### src/rtl/rocc_accum_unit_if.sv
// rocc_accum_unit_if: RoCC command/response bundle between core (master) and accelerator (slave).
interface rocc_accum_unit_if #(
    parameter int XLEN = 64
);
    logic            cmd_valid;
    logic            cmd_ready;
    logic [6:0]      cmd_funct;
    logic [4:0]      cmd_rd;
    logic            cmd_xd;
    logic [XLEN-1:0] cmd_rs1;
    logic [XLEN-1:0] cmd_rs2;
    logic            resp_ready;
    logic            resp_valid;
    logic [4:0]      resp_rd;
    logic [XLEN-1:0] resp_data;
    logic            busy;
    logic            interrupt;
    logic            exception;

    modport master (
        output cmd_valid, cmd_funct, cmd_rd, cmd_xd, cmd_rs1, cmd_rs2, resp_ready, exception,
        input  cmd_ready, resp_valid, resp_rd, resp_data, busy, interrupt
    );

    modport slave (
        input  cmd_valid, cmd_funct, cmd_rd, cmd_xd, cmd_rs1, cmd_rs2, resp_ready, exception,
        output cmd_ready, resp_valid, resp_rd, resp_data, busy, interrupt
    );
endinterface

### src/rtl/rocc_accum_unit.sv
// rocc_accum_unit: RoCC accelerator with ADD/SUB and a small bank of accumulators.
module rocc_accum_unit #(
    parameter int XLEN    = 64,
    parameter int NUM_ACC = 4,
    parameter int SAT     = 0
) (
    input logic              clk,
    input logic              reset,
    rocc_accum_unit_if.slave io
);
    localparam int IDXW   = $clog2(NUM_ACC);
    localparam bit SAT_EN = SAT != 0;

    typedef enum logic [1:0] {IDLE, EXEC, RESP} state_e;

    state_e          state_q, state_d;
    logic            cmd_ready_q;
    logic [6:0]      funct_q;
    logic [4:0]      rd_q;
    logic            xd_q;
    logic [XLEN-1:0] rs1_q, rs2_q;
    logic [4:0]      resp_rd_q;
    logic [XLEN-1:0] resp_data_q;
    logic [XLEN-1:0] acc_q [NUM_ACC];
    logic [XLEN-1:0] acc_d [NUM_ACC];

    logic            accept, legal, do_exec;
    logic [IDXW-1:0] idx;
    logic [XLEN-1:0] acc_sel, add_r, sub_r, acc_r, result;
    logic [XLEN:0]   sum_w, diff_w, acc_sum_w;

    assign accept  = cmd_ready_q & io.cmd_valid;
    assign legal   = funct_q < 7'd6;
    assign do_exec = (state_q == EXEC) & legal;
    assign idx     = rs2_q[IDXW-1:0];
    assign acc_sel = acc_q[idx];

    always_ff @(posedge clk or negedge reset) begin
        if (!reset) begin
            state_q     <= IDLE;
            cmd_ready_q <= 1'b1;
        end else begin
            state_q     <= state_d;
            cmd_ready_q <= state_d == IDLE;
        end
    end

    always_comb begin
        state_d = state_q;
        case (state_q)
            IDLE:    state_d = accept ? EXEC : IDLE;
            EXEC:    state_d = (!io.exception && xd_q && legal) ? RESP : IDLE;
            RESP:    state_d = (io.exception || io.resp_ready) ? IDLE : RESP;
            default: state_d = IDLE;
        endcase
    end

    always_comb begin
        io.cmd_ready  = cmd_ready_q;
        io.resp_valid = state_q == RESP;
        io.resp_rd    = resp_rd_q;
        io.resp_data  = resp_data_q;
        io.busy       = state_q != IDLE;
        io.interrupt  = (state_q == EXEC) & ~legal;
    end

    // Carry/borrow kept in the extra MSB so saturation can clamp without a separate compare.
    always_comb begin
        sum_w     = {1'b0, rs1_q} + {1'b0, rs2_q};
        diff_w    = {1'b0, rs1_q} - {1'b0, rs2_q};
        acc_sum_w = {1'b0, acc_sel} + {1'b0, rs1_q};
        add_r     = (SAT_EN && sum_w[XLEN]) ? '1 : sum_w[XLEN-1:0];
        sub_r     = (SAT_EN && diff_w[XLEN]) ? '0 : diff_w[XLEN-1:0];
        acc_r     = (SAT_EN && acc_sum_w[XLEN]) ? '1 : acc_sum_w[XLEN-1:0];
        result    = funct_q == 7'd0 ? add_r :
                    funct_q == 7'd1 ? sub_r :
                    funct_q == 7'd2 ? acc_r :
                    (funct_q == 7'd3 || funct_q == 7'd4) ? acc_sel : '0;
    end

    always_comb begin
        for (int i = 0; i < NUM_ACC; i++) begin
            acc_d[i] = !do_exec ? acc_q[i] :
                       funct_q == 7'd5 ? '0 :
                       (idx == IDXW'(i) && funct_q == 7'd2) ? acc_r :
                       (idx == IDXW'(i) && funct_q == 7'd4) ? rs1_q : acc_q[i];
        end
    end

    always_ff @(posedge clk or negedge reset) begin
        if (!reset) begin
            funct_q     <= '0;
            rd_q        <= '0;
            xd_q        <= 1'b0;
            rs1_q       <= '0;
            rs2_q       <= '0;
            resp_rd_q   <= '0;
            resp_data_q <= '0;
            for (int i = 0; i < NUM_ACC; i++) acc_q[i] <= '0;
        end else begin
            if (accept) begin
                funct_q <= io.cmd_funct;
                rd_q    <= io.cmd_rd;
                xd_q    <= io.cmd_xd;
                rs1_q   <= io.cmd_rs1;
                rs2_q   <= io.cmd_rs2;
            end
            if (do_exec) begin
                resp_rd_q   <= rd_q;
                resp_data_q <= result;
            end
            for (int i = 0; i < NUM_ACC; i++) acc_q[i] <= acc_d[i];
        end
    end
endmodule

### src/flat_wrapper.sv
// flat-port wrapper written by rule: the top's interface ports become plain ports
module rocc_accum_unit_flat 
#(
    parameter int XLEN    = 64,
    parameter int NUM_ACC = 4,
    parameter int SAT     = 0
)
  (clk, reset, io_cmd_valid, io_cmd_funct, io_cmd_rd, io_cmd_xd, io_cmd_rs1, io_cmd_rs2, io_resp_ready, io_exception, io_cmd_ready, io_resp_valid, io_resp_rd, io_resp_data, io_busy, io_interrupt);
  rocc_accum_unit_if #(.XLEN(XLEN)) io_i ();
  input logic clk;
  input logic reset;
  input wire logic [$bits(io_i.cmd_valid)-1:0] io_cmd_valid;
  input wire logic [$bits(io_i.cmd_funct)-1:0] io_cmd_funct;
  input wire logic [$bits(io_i.cmd_rd)-1:0] io_cmd_rd;
  input wire logic [$bits(io_i.cmd_xd)-1:0] io_cmd_xd;
  input wire logic [$bits(io_i.cmd_rs1)-1:0] io_cmd_rs1;
  input wire logic [$bits(io_i.cmd_rs2)-1:0] io_cmd_rs2;
  input wire logic [$bits(io_i.resp_ready)-1:0] io_resp_ready;
  input wire logic [$bits(io_i.exception)-1:0] io_exception;
  output wire logic [$bits(io_i.cmd_ready)-1:0] io_cmd_ready;
  output wire logic [$bits(io_i.resp_valid)-1:0] io_resp_valid;
  output wire logic [$bits(io_i.resp_rd)-1:0] io_resp_rd;
  output wire logic [$bits(io_i.resp_data)-1:0] io_resp_data;
  output wire logic [$bits(io_i.busy)-1:0] io_busy;
  output wire logic [$bits(io_i.interrupt)-1:0] io_interrupt;
  assign io_i.cmd_valid = io_cmd_valid;
  assign io_i.cmd_funct = io_cmd_funct;
  assign io_i.cmd_rd = io_cmd_rd;
  assign io_i.cmd_xd = io_cmd_xd;
  assign io_i.cmd_rs1 = io_cmd_rs1;
  assign io_i.cmd_rs2 = io_cmd_rs2;
  assign io_i.resp_ready = io_resp_ready;
  assign io_i.exception = io_exception;
  assign io_cmd_ready = io_i.cmd_ready;
  assign io_resp_valid = io_i.resp_valid;
  assign io_resp_rd = io_i.resp_rd;
  assign io_resp_data = io_i.resp_data;
  assign io_busy = io_i.busy;
  assign io_interrupt = io_i.interrupt;
  rocc_accum_unit #(.XLEN(XLEN), .NUM_ACC(NUM_ACC), .SAT(SAT)) u_core (.clk(clk), .reset(reset), .io(io_i));
endmodule
### config.mk
export PLATFORM = sky130hd
export DESIGN_NAME = rocc_accum_unit_flat
export DESIGN_NICKNAME = d
export VERILOG_FILES = /design/src/rtl/rocc_accum_unit_if.sv /design/src/rtl/rocc_accum_unit.sv /design/src/flat_wrapper.sv
export SDC_FILE = /design/constraint.sdc
export NUM_CORES = 2
export LEC_CHECK = 0
export BUFFER_PORTS_ARGS = -buffer_cell sky130_fd_sc_hd__buf_2
export CAP_MARGIN = 20
export CORE_MARGIN = 10
export CORE_UTILIZATION = 55
export CTS_CLUSTER_DIAMETER = 80
export DETAILED_ROUTE_END_ITERATION = 16
export PLACE_DENSITY = 0.77
export SLEW_MARGIN = 20
export SYNTH_ARGS = -nofsm -noshare
export SYNTH_HDL_FRONTEND = slang
export SYNTH_SLANG_ARGS = --single-unit
### constraint.sdc
create_clock -name clk -period 5.6 [get_ports clk]
set_input_delay 0.28 -clock clk [delete_from_list [all_inputs] [get_ports clk]]
set_output_delay 0.28 -clock clk [all_outputs]
set_load 0.01 [all_outputs]
==> results_dict.tcl <==
set metrics [dict create \
    drtIter0Drc 4499 \
    place_area_um2 35820 \
    die_h_um 268.5 \
    netlist.top_cell.by_area "dfrtp_1" \
    min_path_cells 4 \
    clkSinkCount 469 \
    synthTopCellsByArea "dfrtp_1, ha_1, mux2i_1" \
    p_seq_share_pct 30.6 \
    layout-drive-gt1-share_pct 15.91 \
    ys_types 92 \
    max-cap-violations 0 \
    cts_buffers 56 \
    syn_nets 4192 \
    timing.rr.end "u_core.io.resp_data[52]" \
    io_pins 219 \
    maxSlewViolCount 0 \
    final_area_um2 39230 \
    whs_ps 92.39 \
    grt_pass1_vias 32490 \
    final_core_util_pct 63.81 \
    clkPwrFrac_pct 27.9 \
    hold_class "input port to flop" \
    power.switching_mw 5.767 \
    post_cts_buffers 0 \
    track_usage_pct 33.18 \
    power.leakage_nw 17.06 \
    max_freq_mhz 194.0 \
    reg2regPathDepth 15 \
    clock-root-buffer "clkbuf_16" \
    overflow 0 \
    synth_ff_type "dfrtp_1" \
    required_ps 6060 \
    tns_ps 0 \
    fin_skew_ps 28.12 \
    wl_per_cell_um 24.90 \
    cts_tree "yes" \
    critical_path_class "flop to flop" \
    synth_edf_count 0 \
    die_area_um2 72100 \
    rows 91 \
    worst_pin_slew_ps 1160 \
    place.gp.congestion 1.018 \
    post_cts_resized 0 \
    die_w_um 268.5 \
    post-route-min-period_ps 5154 \
    port_buffers 218 \
    rr_startpoint "u_core.rs2_q[0]" \
    p_per_area_nw_per_um2 356.8 \
    slew-limit-headroom_pct 22.69 \
    async_reset_ff_share_pct 100.0 \
    insertion_delay_ps 630 \
    syn_avg_cell_area_um2 8.814 \
    p_int_mw 8.230 \
    synth_area_um2 33970 \
    syn_inst 3854 \
    initial_core_util_pct 55.25 \
    worstHoldEndpoint "u_core.state_q[1]" \
    via_per_inst 6.674 \
    critical_path.startpoint_type "flop" \
    clk_pin_slew_ps 60 \
    nets 4436 \
    coreArea_um2 61480 \
    cts_max_path_buffers 3 \
    dp_hpwl_um 85280 \
    sw_frac_of_total_pct 41.20 \
    drc 0 \
    yosysSeqAreaShare_pct 34.55 \
    yosys.area.top_type_share_pct 34.48 \
    synth_warnings 0 \
    crit_fanout 40 \
    rsz0062_at_grt "false" \
    nFillCells 5117 \
    grt_start_max_net_pins 101 \
    setup_viol 0 \
    peakVddDrop_uv 324.1 \
    grt_pass1_wl_um 188300 \
    ys_ff_latch 469 \
    min_from "io_resp_ready" \
    combPwrFrac_pct 41.5 \
    status "completed" \
    critPathCaptureType "flop" \
    antenna_found_initial 2 \
    r2r_slack_ps 450 \
    vias 32930 \
    worstPathArrival_ps 5620 \
    wl_um 122900 \
    htree_levels 2 \
    drt-pass1-iter-count 11 \
    hold_viol_final 0 \
    postRouteAntennaNets 0 \
    period_share_pct 92.04 \
    area_growth_pct 15.50 \
]
synthesized netlist by cell type, drive strengths merged, types with 36 or more instances:
cell,number
a21o,61
a221oi,40
inv,143
nor3,56
mux4,64
nor2,263
buf,46
o21ai,433
ha,189
o21bai,36
nand2,476
a21oi,327
clkbuf,213
xnor2,98
a31oi,48
dfrtp,468
nand3,38
nand4,56
mux2,141
mux2i,202
o31ai,40
cell families (layout without fill, tap and decap cells):
kind of cell,after synthesis,count (layout),synth area share (%)
buffers and inverters,404,692,4.553
AND/OR/NAND/NOR,1050,1050,13.77
XOR/XNOR,130,130,3.352
flip-flops,469,469,34.55
other,0,1,0
adder cells (fa/ha/maj),192,192,7.138
multiplexers,407,407,14.87
AO/OA/AOI/OAI,1202,1202,21.77
critical path, stage by stage (launching register included):
cell and delay (ps):
dfrtp_4 960, mux4_2 610, ha_1 230, inv_1 80
fa_1 200, nor2b_1 60, o31a_1 300, o211a_1 280
o2111ai_1 370, a2111oi_0 190, o21ai_1 290, nor3b_1 610
o31ai_1 150, xor2_1 220, a222oi_1 360, o21ai_1 90
registers in the layout, indices dropped and copies added, names as in the netlist, 2 cells and up:
| signal | count |
|---|---|
| u_core.acc_q | 256 |
| u_core.funct_q | 7 |
| u_core.io.resp_data | 64 |
| u_core.io.resp_rd | 5 |
| u_core.rd_q | 5 |
| u_core.rs1_q | 64 |
| u_core.rs2_q | 64 |
| u_core.state_q | 2 |
repair_timing:
action	in CTS	in global routing
hold buffers	143	0
endpoints found under the hold margin	235	0
endpoints found under the setup margin	0	0
stage by stage:
| step | cells | power, mW | setup slack [ps] |
|---|---|---|---|
| 2_1_floorplan | 3854 | 7.932 | 401.2 |
| 3_3_place_gp | 4686 | 9.737 | 645.8 |
| 3_5_place_dp | 4686 | 9.781 | 539.2 |
| 4_1_cts | 4931 | 13.78 | 530.8 |
| 5_1_grt | 4933 | 14.59 | 192.9 |
| 6_report | 4933 | 14.00 | 446.0 |
per-layer routing:
metal / global-route usage, % / routed length (µm) / up-vias
li1: - / - / 14520
met1: 41.89 / 47000 / 15960
met2: 53.15 / 55380 / 2028
met3: 7.923 / 14130 / 412
met4: 15.64 / 6324 / 2
met5: 0 / 16 / -
power groups by stage:
stage	sequential (mW)	clock, mW	combinational [mW]
floorplan	4.15	0	3.78
global placement	4.30	0	5.44
detailed placement	4.31	0	5.47
CTS	4.25	3.94	5.59
global route	4.32	4.06	6.21
finish	4.28	3.91	5.80
worst max-delay path by stage:
stage | to | start | cells past startpoint | slack (ps)
2_1_floorplan | u_core.io.resp_data[49] | u_core.rs2_q[0] | 16 | 400
3_3_place_gp | u_core.io.resp_data[52] | u_core.rs2_q[0] | 15 | 650
3_5_place_dp | u_core.io.resp_data[52] | u_core.rs2_q[0] | 15 | 540
4_1_cts | u_core.io.resp_data[52] | u_core.rs2_q[0] | 15 | 530
5_1_grt | u_core.io.resp_data[52] | u_core.rs2_q[0] | 15 | 190
6_report | u_core.io.resp_data[52] | u_core.rs2_q[0] | 15 | 450
layout make-up:
class | count | area [µm²] | area share (%)
Multi-Input combinational cell | 2981 | 20820 | 53.07
Sequential cell | 469 | 11750 | 29.94
Timing Repair Buffer | 445 | 3183 | 8.113
Clock buffer | 73 | 1577 | 4.018
Tap cell | 790 | 988.4 | 2.519
Inverter | 145 | 544.3 | 1.387
Clock inverter | 29 | 372.9 | 0.9503
Antenna cell | 1 | 2.502 | 0.006378
layout by cell type (no fill, tap or decap), types with 98 or more instances in the layout:
master         count
nand2_1          473
dfrtp_1          465
o21ai_0          389
a21oi_1          326
nor2_1           258
buf_2            217
mux2i_1          202
ha_1             189
dlygate4sd3_1    143
mux2_2           141
inv_1            139
xnor2_1           98
No activity file was read; power rests on OpenSTA's default activity.
